`config.mk`:
```
export PLATFORM = sky130hd
export DESIGN_NAME = oracle_tracker_flat
export DESIGN_NICKNAME = d
export VERILOG_FILES = /design/src/rtl/oracle_tracker_if.sv /design/src/rtl/oracle_tracker.sv /design/src/flat_wrapper.sv
export SDC_FILE = /design/constraint.sdc
export NUM_CORES = 2
export LEC_CHECK = 0
export CORE_UTILIZATION = 55
export CTS_BUF_LIST = sky130_fd_sc_hd__clkbuf_2
export DETAILED_ROUTE_END_ITERATION = 6
export GPL_ROUTABILITY_DRIVEN = 1
export PLACE_DENSITY = 0.75
export SLEW_MARGIN = 20
export SYNTH_ARGS = -nofsm -noshare
export SYNTH_HDL_FRONTEND = slang
export SYNTH_SLANG_ARGS = --single-unit
```
`constraint.sdc`:
```
create_clock -name clk_i -period 12.91 [get_ports clk_i]
set_input_delay 1.291 -clock clk_i [delete_from_list [all_inputs] [get_ports clk_i]]
set_output_delay 1.291 -clock clk_i [all_outputs]
set_load 0.02 [all_outputs]
```
`src/rtl/oracle_tracker_if.sv`:
```
// Bus bundle for oracle_tracker: decode/writeback/commit event inputs,
// the outgoing event stream with its ready handshake, and the error status.
interface oracle_tracker_if #(
    parameter int NR_ENTRIES = 16
);
    localparam int IW = $clog2(NR_ENTRIES);

    logic          dec_valid_i;
    logic [IW-1:0] dec_id_i;
    logic [63:0]   dec_pc_i;
    logic [31:0]   dec_inst_i;
    logic          wb_valid_i;
    logic [IW-1:0] wb_id_i;
    logic [63:0]   wb_rdval_i;
    logic          cm_valid_i;
    logic [IW-1:0] cm_id_i;
    logic          in_ready_o;
    logic          evt_valid_o;
    logic [1:0]    evt_kind_o;
    logic [IW-1:0] evt_id_o;
    logic [63:0]   evt_pc_o;
    logic [63:0]   evt_data_o;
    logic          evt_ready_i;
    logic          err_o;
    logic [2:0]    err_code_o;

    // Pipeline side: produces instruction events and consumes the event stream.
    modport master (
        output dec_valid_i, dec_id_i, dec_pc_i, dec_inst_i,
        output wb_valid_i, wb_id_i, wb_rdval_i,
        output cm_valid_i, cm_id_i,
        output evt_ready_i,
        input  in_ready_o, evt_valid_o, evt_kind_o, evt_id_o, evt_pc_o, evt_data_o,
        input  err_o, err_code_o
    );

    // Tracker side.
    modport slave (
        input  dec_valid_i, dec_id_i, dec_pc_i, dec_inst_i,
        input  wb_valid_i, wb_id_i, wb_rdval_i,
        input  cm_valid_i, cm_id_i,
        input  evt_ready_i,
        output in_ready_o, evt_valid_o, evt_kind_o, evt_id_o, evt_pc_o, evt_data_o,
        output err_o, err_code_o
    );
endinterface

```
`src/rtl/oracle_tracker.sv`:
```
// In-order instruction lifecycle tracker. Checks decode/writeback/commit
// events against an id-indexed table, forwards accepted events through a
// small FIFO (up to three pushes per cycle) and latches the first error.
module oracle_tracker #(
    parameter int NR_ENTRIES = 16,
    parameter int FIFO_DEPTH = 8
) (
    input logic             clk_i,
    input logic             rst_ni,
    oracle_tracker_if.slave bus
);
    localparam int IW = $clog2(NR_ENTRIES);
    localparam int PW = $clog2(FIFO_DEPTH);
    localparam int CW = $clog2(FIFO_DEPTH + 1);

    typedef enum logic [1:0] {
        KIND_DEC = 2'd0,
        KIND_WB  = 2'd1,
        KIND_CM  = 2'd2
    } kind_e;

    typedef enum logic [2:0] {
        ERR_NONE  = 3'd0,
        ERR_ALLOC = 3'd1,
        ERR_WB    = 3'd2,
        ERR_ORDER = 3'd3,
        ERR_OVF   = 3'd4
    } err_e;

    typedef struct packed {
        kind_e         kind;
        logic [IW-1:0] id;
        logic [63:0]   pc;
        logic [63:0]   data;
    } evt_t;

    // Instruction table and its pointers
    logic [NR_ENTRIES-1:0] valid_q;
    logic [NR_ENTRIES-1:0] written_q;
    logic [63:0]           pc_q [NR_ENTRIES];
    logic [IW-1:0]         alloc_ptr_q;
    logic [IW-1:0]         commit_ptr_q;

    // Event FIFO
    evt_t                  fifo_q [FIFO_DEPTH];
    logic [PW-1:0]         rd_ptr_q;
    logic [PW-1:0]         wr_ptr_q;
    logic [CW-1:0]         count_q;
    logic                  ready_q;

    // Sticky error
    logic                  err_q;
    err_e                  err_code_q;

    // Per-cycle decisions
    logic                  any_valid;
    logic                  cm_ok;
    logic                  wb_ok;
    logic                  dec_ok;
    err_e                  err_cycle;
    evt_t                  push_evt [3];
    logic [1:0]            push_cnt;
    logic                  pop;
    logic [CW-1:0]         count_next;
    logic                  ready_next;

    // Advance a FIFO index by 0..3; depth is at least 4 so one wrap suffices.
    function automatic logic [PW-1:0] fifo_wrap(input logic [PW-1:0] idx, input int step);
        int sum;
        sum = int'(idx) + step;
        if (sum >= FIFO_DEPTH) sum = sum - FIFO_DEPTH;
        return PW'(sum);
    endfunction

    // Legality of each event against the pre-edge table, and the cycle's error code.
    always_comb begin
        // NOTE: every combinational output gets a default first so no path leaves it unassigned (no latch).
        any_valid = bus.dec_valid_i | bus.wb_valid_i | bus.cm_valid_i;
        cm_ok     = 1'b0;
        wb_ok     = 1'b0;
        dec_ok    = 1'b0;
        err_cycle = ERR_NONE;
        if (!ready_q) begin
            // Events offered while not ready are dropped wholesale.
            if (any_valid) err_cycle = ERR_OVF;
        end else begin
            // A writeback racing a commit of the same id makes that commit premature.
            cm_ok  = bus.cm_valid_i && (bus.cm_id_i == commit_ptr_q)
                   && valid_q[bus.cm_id_i] && written_q[bus.cm_id_i]
                   && !(bus.wb_valid_i && (bus.wb_id_i == bus.cm_id_i));
            wb_ok  = bus.wb_valid_i && valid_q[bus.wb_id_i] && !written_q[bus.wb_id_i];
            // A commit freeing the alloc slot this cycle lets a full table accept a decode.
            dec_ok = bus.dec_valid_i && (bus.dec_id_i == alloc_ptr_q)
                   && (!valid_q[alloc_ptr_q] || (cm_ok && (bus.cm_id_i == alloc_ptr_q)));
            // Later assignments win, so the lowest code is reported.
            if (bus.cm_valid_i && !cm_ok)   err_cycle = ERR_ORDER;
            if (bus.wb_valid_i && !wb_ok)   err_cycle = ERR_WB;
            if (bus.dec_valid_i && !dec_ok) err_cycle = ERR_ALLOC;
        end
    end

    // Pack accepted events into consecutive push slots: commit, writeback, decode.
    always_comb begin
        for (int i = 0; i < 3; i++) push_evt[i] = '0;
        push_cnt = 2'd0;
        if (cm_ok) begin
            push_evt[push_cnt] = '{kind: KIND_CM, id: bus.cm_id_i,
                                   pc: pc_q[bus.cm_id_i], data: 64'd0};
            push_cnt = push_cnt + 2'd1;
        end
        if (wb_ok) begin
            push_evt[push_cnt] = '{kind: KIND_WB, id: bus.wb_id_i,
                                   pc: pc_q[bus.wb_id_i], data: bus.wb_rdval_i};
            push_cnt = push_cnt + 2'd1;
        end
        if (dec_ok) begin
            push_evt[push_cnt] = '{kind: KIND_DEC, id: bus.dec_id_i,
                                   pc: bus.dec_pc_i, data: {32'd0, bus.dec_inst_i}};
            push_cnt = push_cnt + 2'd1;
        end
    end

    // FIFO occupancy after this edge and the resulting ready level.
    always_comb begin
        pop        = (count_q != '0) && bus.evt_ready_i;
        count_next = count_q + CW'(push_cnt) - CW'(pop);
        ready_next = (FIFO_DEPTH - int'(count_next)) >= 3;
    end

    // Table flags, pointers, FIFO bookkeeping and sticky error.
    always_ff @(posedge clk_i or negedge rst_ni) begin
        if (!rst_ni) begin
            valid_q      <= '0;
            written_q    <= '0;
            alloc_ptr_q  <= '0;
            commit_ptr_q <= '0;
            rd_ptr_q     <= '0;
            wr_ptr_q     <= '0;
            count_q      <= '0;
            ready_q      <= 1'b1;
            err_q        <= 1'b0;
            err_code_q   <= ERR_NONE;
        end else begin
            // NOTE: non-blocking updates with the decode after the commit, so a slot freed
            // and reallocated in the same cycle ends up valid (last assignment wins).
            if (cm_ok) begin
                valid_q[bus.cm_id_i] <= 1'b0;
                commit_ptr_q         <= commit_ptr_q + 1'b1;
            end
            if (wb_ok) written_q[bus.wb_id_i] <= 1'b1;
            if (dec_ok) begin
                valid_q[alloc_ptr_q]   <= 1'b1;
                written_q[alloc_ptr_q] <= 1'b0;
                alloc_ptr_q            <= alloc_ptr_q + 1'b1;
            end
            if (pop) rd_ptr_q <= fifo_wrap(rd_ptr_q, 1);
            wr_ptr_q <= fifo_wrap(wr_ptr_q, int'(push_cnt));
            count_q  <= count_next;
            ready_q  <= ready_next;
            if (!err_q && (err_cycle != ERR_NONE)) begin
                err_q      <= 1'b1;
                err_code_q <= err_cycle;
            end
        end
    end

    // Payload storage: table pcs and FIFO slots.
    always_ff @(posedge clk_i) begin
        // NOTE: storage arrays are not reset; valid bits and the occupancy count qualify them.
        if (dec_ok) pc_q[alloc_ptr_q] <= bus.dec_pc_i;
        for (int i = 0; i < 3; i++) begin
            if (i < int'(push_cnt)) fifo_q[fifo_wrap(wr_ptr_q, i)] <= push_evt[i];
        end
    end

    assign bus.in_ready_o  = ready_q;
    assign bus.evt_valid_o = (count_q != '0);
    assign bus.evt_kind_o  = fifo_q[rd_ptr_q].kind;
    assign bus.evt_id_o    = fifo_q[rd_ptr_q].id;
    assign bus.evt_pc_o    = fifo_q[rd_ptr_q].pc;
    assign bus.evt_data_o  = fifo_q[rd_ptr_q].data;
    assign bus.err_o       = err_q;
    assign bus.err_code_o  = err_code_q;
endmodule

```
`src/flat_wrapper.sv`:
```
// flat-port wrapper written by rule: the top's interface ports become plain ports
module oracle_tracker_flat 
#(
    parameter int NR_ENTRIES = 16,
    parameter int FIFO_DEPTH = 8
)
  (clk_i, rst_ni, bus_dec_valid_i, bus_dec_id_i, bus_dec_pc_i, bus_dec_inst_i, bus_wb_valid_i, bus_wb_id_i, bus_wb_rdval_i, bus_cm_valid_i, bus_cm_id_i, bus_evt_ready_i, bus_in_ready_o, bus_evt_valid_o, bus_evt_kind_o, bus_evt_id_o, bus_evt_pc_o, bus_evt_data_o, bus_err_o, bus_err_code_o);
  oracle_tracker_if #(.NR_ENTRIES(NR_ENTRIES)) bus_i ();
  input logic clk_i;
  input logic rst_ni;
  input wire logic [$bits(bus_i.dec_valid_i)-1:0] bus_dec_valid_i;
  input wire logic [$bits(bus_i.dec_id_i)-1:0] bus_dec_id_i;
  input wire logic [$bits(bus_i.dec_pc_i)-1:0] bus_dec_pc_i;
  input wire logic [$bits(bus_i.dec_inst_i)-1:0] bus_dec_inst_i;
  input wire logic [$bits(bus_i.wb_valid_i)-1:0] bus_wb_valid_i;
  input wire logic [$bits(bus_i.wb_id_i)-1:0] bus_wb_id_i;
  input wire logic [$bits(bus_i.wb_rdval_i)-1:0] bus_wb_rdval_i;
  input wire logic [$bits(bus_i.cm_valid_i)-1:0] bus_cm_valid_i;
  input wire logic [$bits(bus_i.cm_id_i)-1:0] bus_cm_id_i;
  input wire logic [$bits(bus_i.evt_ready_i)-1:0] bus_evt_ready_i;
  output wire logic [$bits(bus_i.in_ready_o)-1:0] bus_in_ready_o;
  output wire logic [$bits(bus_i.evt_valid_o)-1:0] bus_evt_valid_o;
  output wire logic [$bits(bus_i.evt_kind_o)-1:0] bus_evt_kind_o;
  output wire logic [$bits(bus_i.evt_id_o)-1:0] bus_evt_id_o;
  output wire logic [$bits(bus_i.evt_pc_o)-1:0] bus_evt_pc_o;
  output wire logic [$bits(bus_i.evt_data_o)-1:0] bus_evt_data_o;
  output wire logic [$bits(bus_i.err_o)-1:0] bus_err_o;
  output wire logic [$bits(bus_i.err_code_o)-1:0] bus_err_code_o;
  assign bus_i.dec_valid_i = bus_dec_valid_i;
  assign bus_i.dec_id_i = bus_dec_id_i;
  assign bus_i.dec_pc_i = bus_dec_pc_i;
  assign bus_i.dec_inst_i = bus_dec_inst_i;
  assign bus_i.wb_valid_i = bus_wb_valid_i;
  assign bus_i.wb_id_i = bus_wb_id_i;
  assign bus_i.wb_rdval_i = bus_wb_rdval_i;
  assign bus_i.cm_valid_i = bus_cm_valid_i;
  assign bus_i.cm_id_i = bus_cm_id_i;
  assign bus_i.evt_ready_i = bus_evt_ready_i;
  assign bus_in_ready_o = bus_i.in_ready_o;
  assign bus_evt_valid_o = bus_i.evt_valid_o;
  assign bus_evt_kind_o = bus_i.evt_kind_o;
  assign bus_evt_id_o = bus_i.evt_id_o;
  assign bus_evt_pc_o = bus_i.evt_pc_o;
  assign bus_evt_data_o = bus_i.evt_data_o;
  assign bus_err_o = bus_i.err_o;
  assign bus_err_code_o = bus_i.err_code_o;
  oracle_tracker #(.NR_ENTRIES(NR_ENTRIES), .FIFO_DEPTH(FIFO_DEPTH)) u_core (.clk_i(clk_i), .rst_ni(rst_ni), .bus(bus_i));
endmodule
```
==> results.yml <==
cells_and_area:
  fin_cells: 10600
  fin_area_mm2: 0.122
  syn_to_final_growth_pct: 9.13
  finish.net_count: 7757
  drive_gt1_share_pct: 27.8
min_path:
  min_path_type: "primary input to register"
  hold_end: "u_core.valid_q[13]$_DFF_PN0_"
  whs_path_depth: 4
  min-delay-start: "bus_cm_id_i[2]"
detailed_routing:
  num_vias: 75800
  via_per_inst: 7.15
  wl_per_cell_um: 33.0
  routed_wl_um: 350000
  ant_nets: 0
  drtIter0Drc: 11600
  drc: 9
  first_pass_iters: 7
status:
  violations: "design-rule violations"
  status: "finished, violations left"
global_route:
  grt_pass1_vias: 76400
  gr-total-overflow: 0
  grt_max_degree: 147
  antenna_found_initial: 29
  grt_pass1_wl_um: 504000
  grt_usage_pct: 33.7
critical_path:
  r2r_slack_ns: 5.70
  cp-start-kind: "primary input"
  arrival_ns: 8.97
  r2r-start: "u_core.commit_ptr_q[3]$_DFFE_PN0P_"
  critPathRequiredTime_ns: 14.36
  worst-setup-path-type: "primary input to register"
  r2r_end: "u_core.fifo_q[2][69]$_DFFE_PP_"
  critPathMaxFanout: 45
  reg2regPathDepth: 17
  end_kind: "register"
synth:
  ys.flop_type: "edfxtp_1"
  syn_area_mm2: 0.111
  synth-edff-count: 2096
  synth_warnings: 0
  ys_seq_area_share_pct: 57.7
  synth_top_area_share_pct: 56.5
  synth_top_area_cell: "edfxtp_1"
  postSynthCellCount: 7220
  async_reset_ff_share_pct: 2.56
  synth_common_cells: "2096 x edfxtp_1, 865 x mux4_2, 623 x mux2i_1"
  synth_most_common_cell: "edfxtp_1"
  postSynthAreaPerCell_um2: 15.4
  syn-num-nets: 7417
  synth_cell_types: 58
  synthTopCellsByArea: "edfxtp_1 56%, mux4_2 17%, mux2i_1 5.6%"
  synth-seq-cells: 2151
place:
  dp_cells: 9637
  dpl_worst_slack_ns: 3.82
  place_hpwl_um: 189000
  port_buffers: 317
  place_area_mm2: 0.117
  place_congestion: 0.883
clock_tree:
  clkSinkCount: 2151
  insertion_delay_ns: 1.96
  cts-root-buf: "clkbuf_2"
  clk_pin_slew_ns: 0.10
  cts_tree: "done"
  cts_made_buffers: 558
  cts_resized: 0
  clockBufferDepth: 4
  htreeDepth: 6
sta:
  hold_viol: 0
  final_max_slew_viol_count: 0
  tightestPinTransition_ns: 1.29
  maxSlewHeadroom_pct: 14.0
  setup_ws_ns: 5.40
  clock_skew_ns: 0.210
  layout_min_cycle_time_ns: 7.51
  fin_crit_sh_pct: 58.2
  setup_violations: 0
  fmax_mhz: 133
  rsz0062_at_grt: "no"
floorplan:
  core_mm2: 0.200
  dieWidth_um: 452
  die_y_um: 452
  ioPinCount: 318
  die_area_mm2: 0.205
  rows: 164
  initial_core_util_pct: 55.6
power_and_ir_drop:
  peakVddDrop_mv: 0.175
  clkPwrFrac_pct: 28.2
  pwr-share-comb_pct: 23.3
  pwr-share-seq_pct: 48.5
  p_sw_mw: 5.10
  swShare_pct: 31.2
  p_leak_nw: 39.9
  intPower_mw: 11.2
  p_per_area_mw_per_mm2: 134
job:
  cap_violations: 0
critical path: stages:
cell	delay, ns
buf_6	0.57
buf_4	0.76
xor2_1	0.21
nor3_1	0.07
nand3_1	0.10
nand3_2	0.22
nor2_4	0.38
nand2_2	0.39
clkinv_2	0.14
ha_1	0.62
inv_1	0.17
nor2_1	0.29
nand3_1	0.22
mux2i_4	0.83
nor2_4	0.06
buf_4	0.40
o21ai_4	0.54
buf_4	0.69
buf_4	0.76
power by group through the flow:
stage                     clock (mW)  combinational [mW]  sequential [mW]
after CTS                       4.64                3.79             7.91
after floorplan                    0                2.43             7.93
after global placement             0                3.74             8.07
after detailed placement           0                3.76             8.07
final                           4.61                3.81             7.92
after global routing            4.96                3.95             7.93
per-stage QoR:
stage | utilization (%) | TNS, ns | hold WS [ns] | total power, mW
2_1_floorplan | - | -1504.67 | 0.465 | 10.4
3_3_place_gp | 58.2 | 0 | 0.495 | 11.8
3_5_place_dp | 58.2 | 0 | 0.506 | 11.8
4_1_cts | 60.7 | 0 | 0.000375 | 16.3
5_1_grt | 60.7 | 0 | 0.140 | 16.8
6_report | 60.7 | 0 | 0.246 | 16.3
placed cells by master, fill, tap and decap left out, types with 43 or more instances in the layout:
master and instances:
edfxtp_1 2096, mux4_2 865, clkbuf_2 788, mux2i_1 620, a21oi_1 536, a22oi_1 494, clkdlybuf4s50_1 310, nand2_1 304
o21ai_0 250, o21ai_1 247, mux2_2 201, and3_1 163, nand3_1 161, buf_4 133, clkinv_1 112, and2_1 98
inv_1 66, mux2i_4 54, dfrtp_1 51, a22o_1 44, nor2_1 43
flip-flops by register name (all words and copies together) (netlist names):
register	cells
u_core.valid_q	16
u_core.written_q	16
u_core.count_q	4
u_core.rd_ptr_q	3
u_core.pc_q	1024
u_core.alloc_ptr_q	4
u_core.bus.in_ready_o	1
u_core.fifo_q	1072
u_core.bus.err_o	1
u_core.commit_ptr_q	4
u_core.wr_ptr_q	3
u_core.bus.err_code_o	3
repair_timing:
item / CTS / global route
hold buffers: 19 / 0
hold endpoints to repair: 112 / 0
buffers inserted: 0 / 0
area by class of cell:
| cell class | count | area (um2) |
|---|---|---|
| fillers | 14800 | 78800 |
| clock buffers | 788 | 3940 |
| diodes | 16 | 40.0 |
| clock inverters | 144 | 743 |
| well taps | 2656 | 3320 |
| repair buffers | 483 | 4660 |
| multi-input cells | 4299 | 44400 |
| inverters | 67 | 253 |
| flip-flops and latches | 2151 | 64300 |
metal layers:
metal | track usage (%) | wire length (um) | vias up
li1 | - | - | 30500
met1 | 43.2 | 119000 | 37800
met2 | 52.4 | 163000 | 6342
met3 | 10.2 | 50100 | 1189
met4 | 16.7 | 17000 | 34
met5 | 0.257 | 267 | -
worst max-delay path by stage:
stage	start	slack [ns]	to
2_1_floorplan	bus_cm_id_i[3]	-1.60	u_core.fifo_q[4][0]$_DFFE_PP_
5_1_grt	bus_cm_id_i[0]	5.26	u_core.fifo_q[2][117]$_DFFE_PP_
6_report	bus_cm_id_i[2]	5.40	u_core.fifo_q[2][69]$_DFFE_PP_
3_3_place_gp	bus_cm_id_i[2]	3.89	u_core.fifo_q[1][102]$_DFFE_PP_
3_5_place_dp	bus_cm_id_i[2]	3.82	u_core.fifo_q[2][108]$_DFFE_PP_
4_1_cts	u_core.rd_ptr_q[0]$_DFFE_PN0P_	5.33	bus_evt_data_o[52]
cell families (layout without fill, tap and decap cells):
| group | count (synthesis) | after routing | synth area share (%) |
|---|---|---|---|
| simple gates | 859 | 859 | 3.85 |
| compound gates | 1642 | 1642 | 8.83 |
| flops | 2151 | 2151 | 57.7 |
| other cells | 0 | 16 | 0 |
| mux | 1750 | 1750 | 26.2 |
| buf+inv | 770 | 1482 | 2.99 |
| xor+xnor | 29 | 29 | 0.228 |
| fa+ha+maj | 19 | 19 | 0.227 |
(Power assumes the default switching activity.)
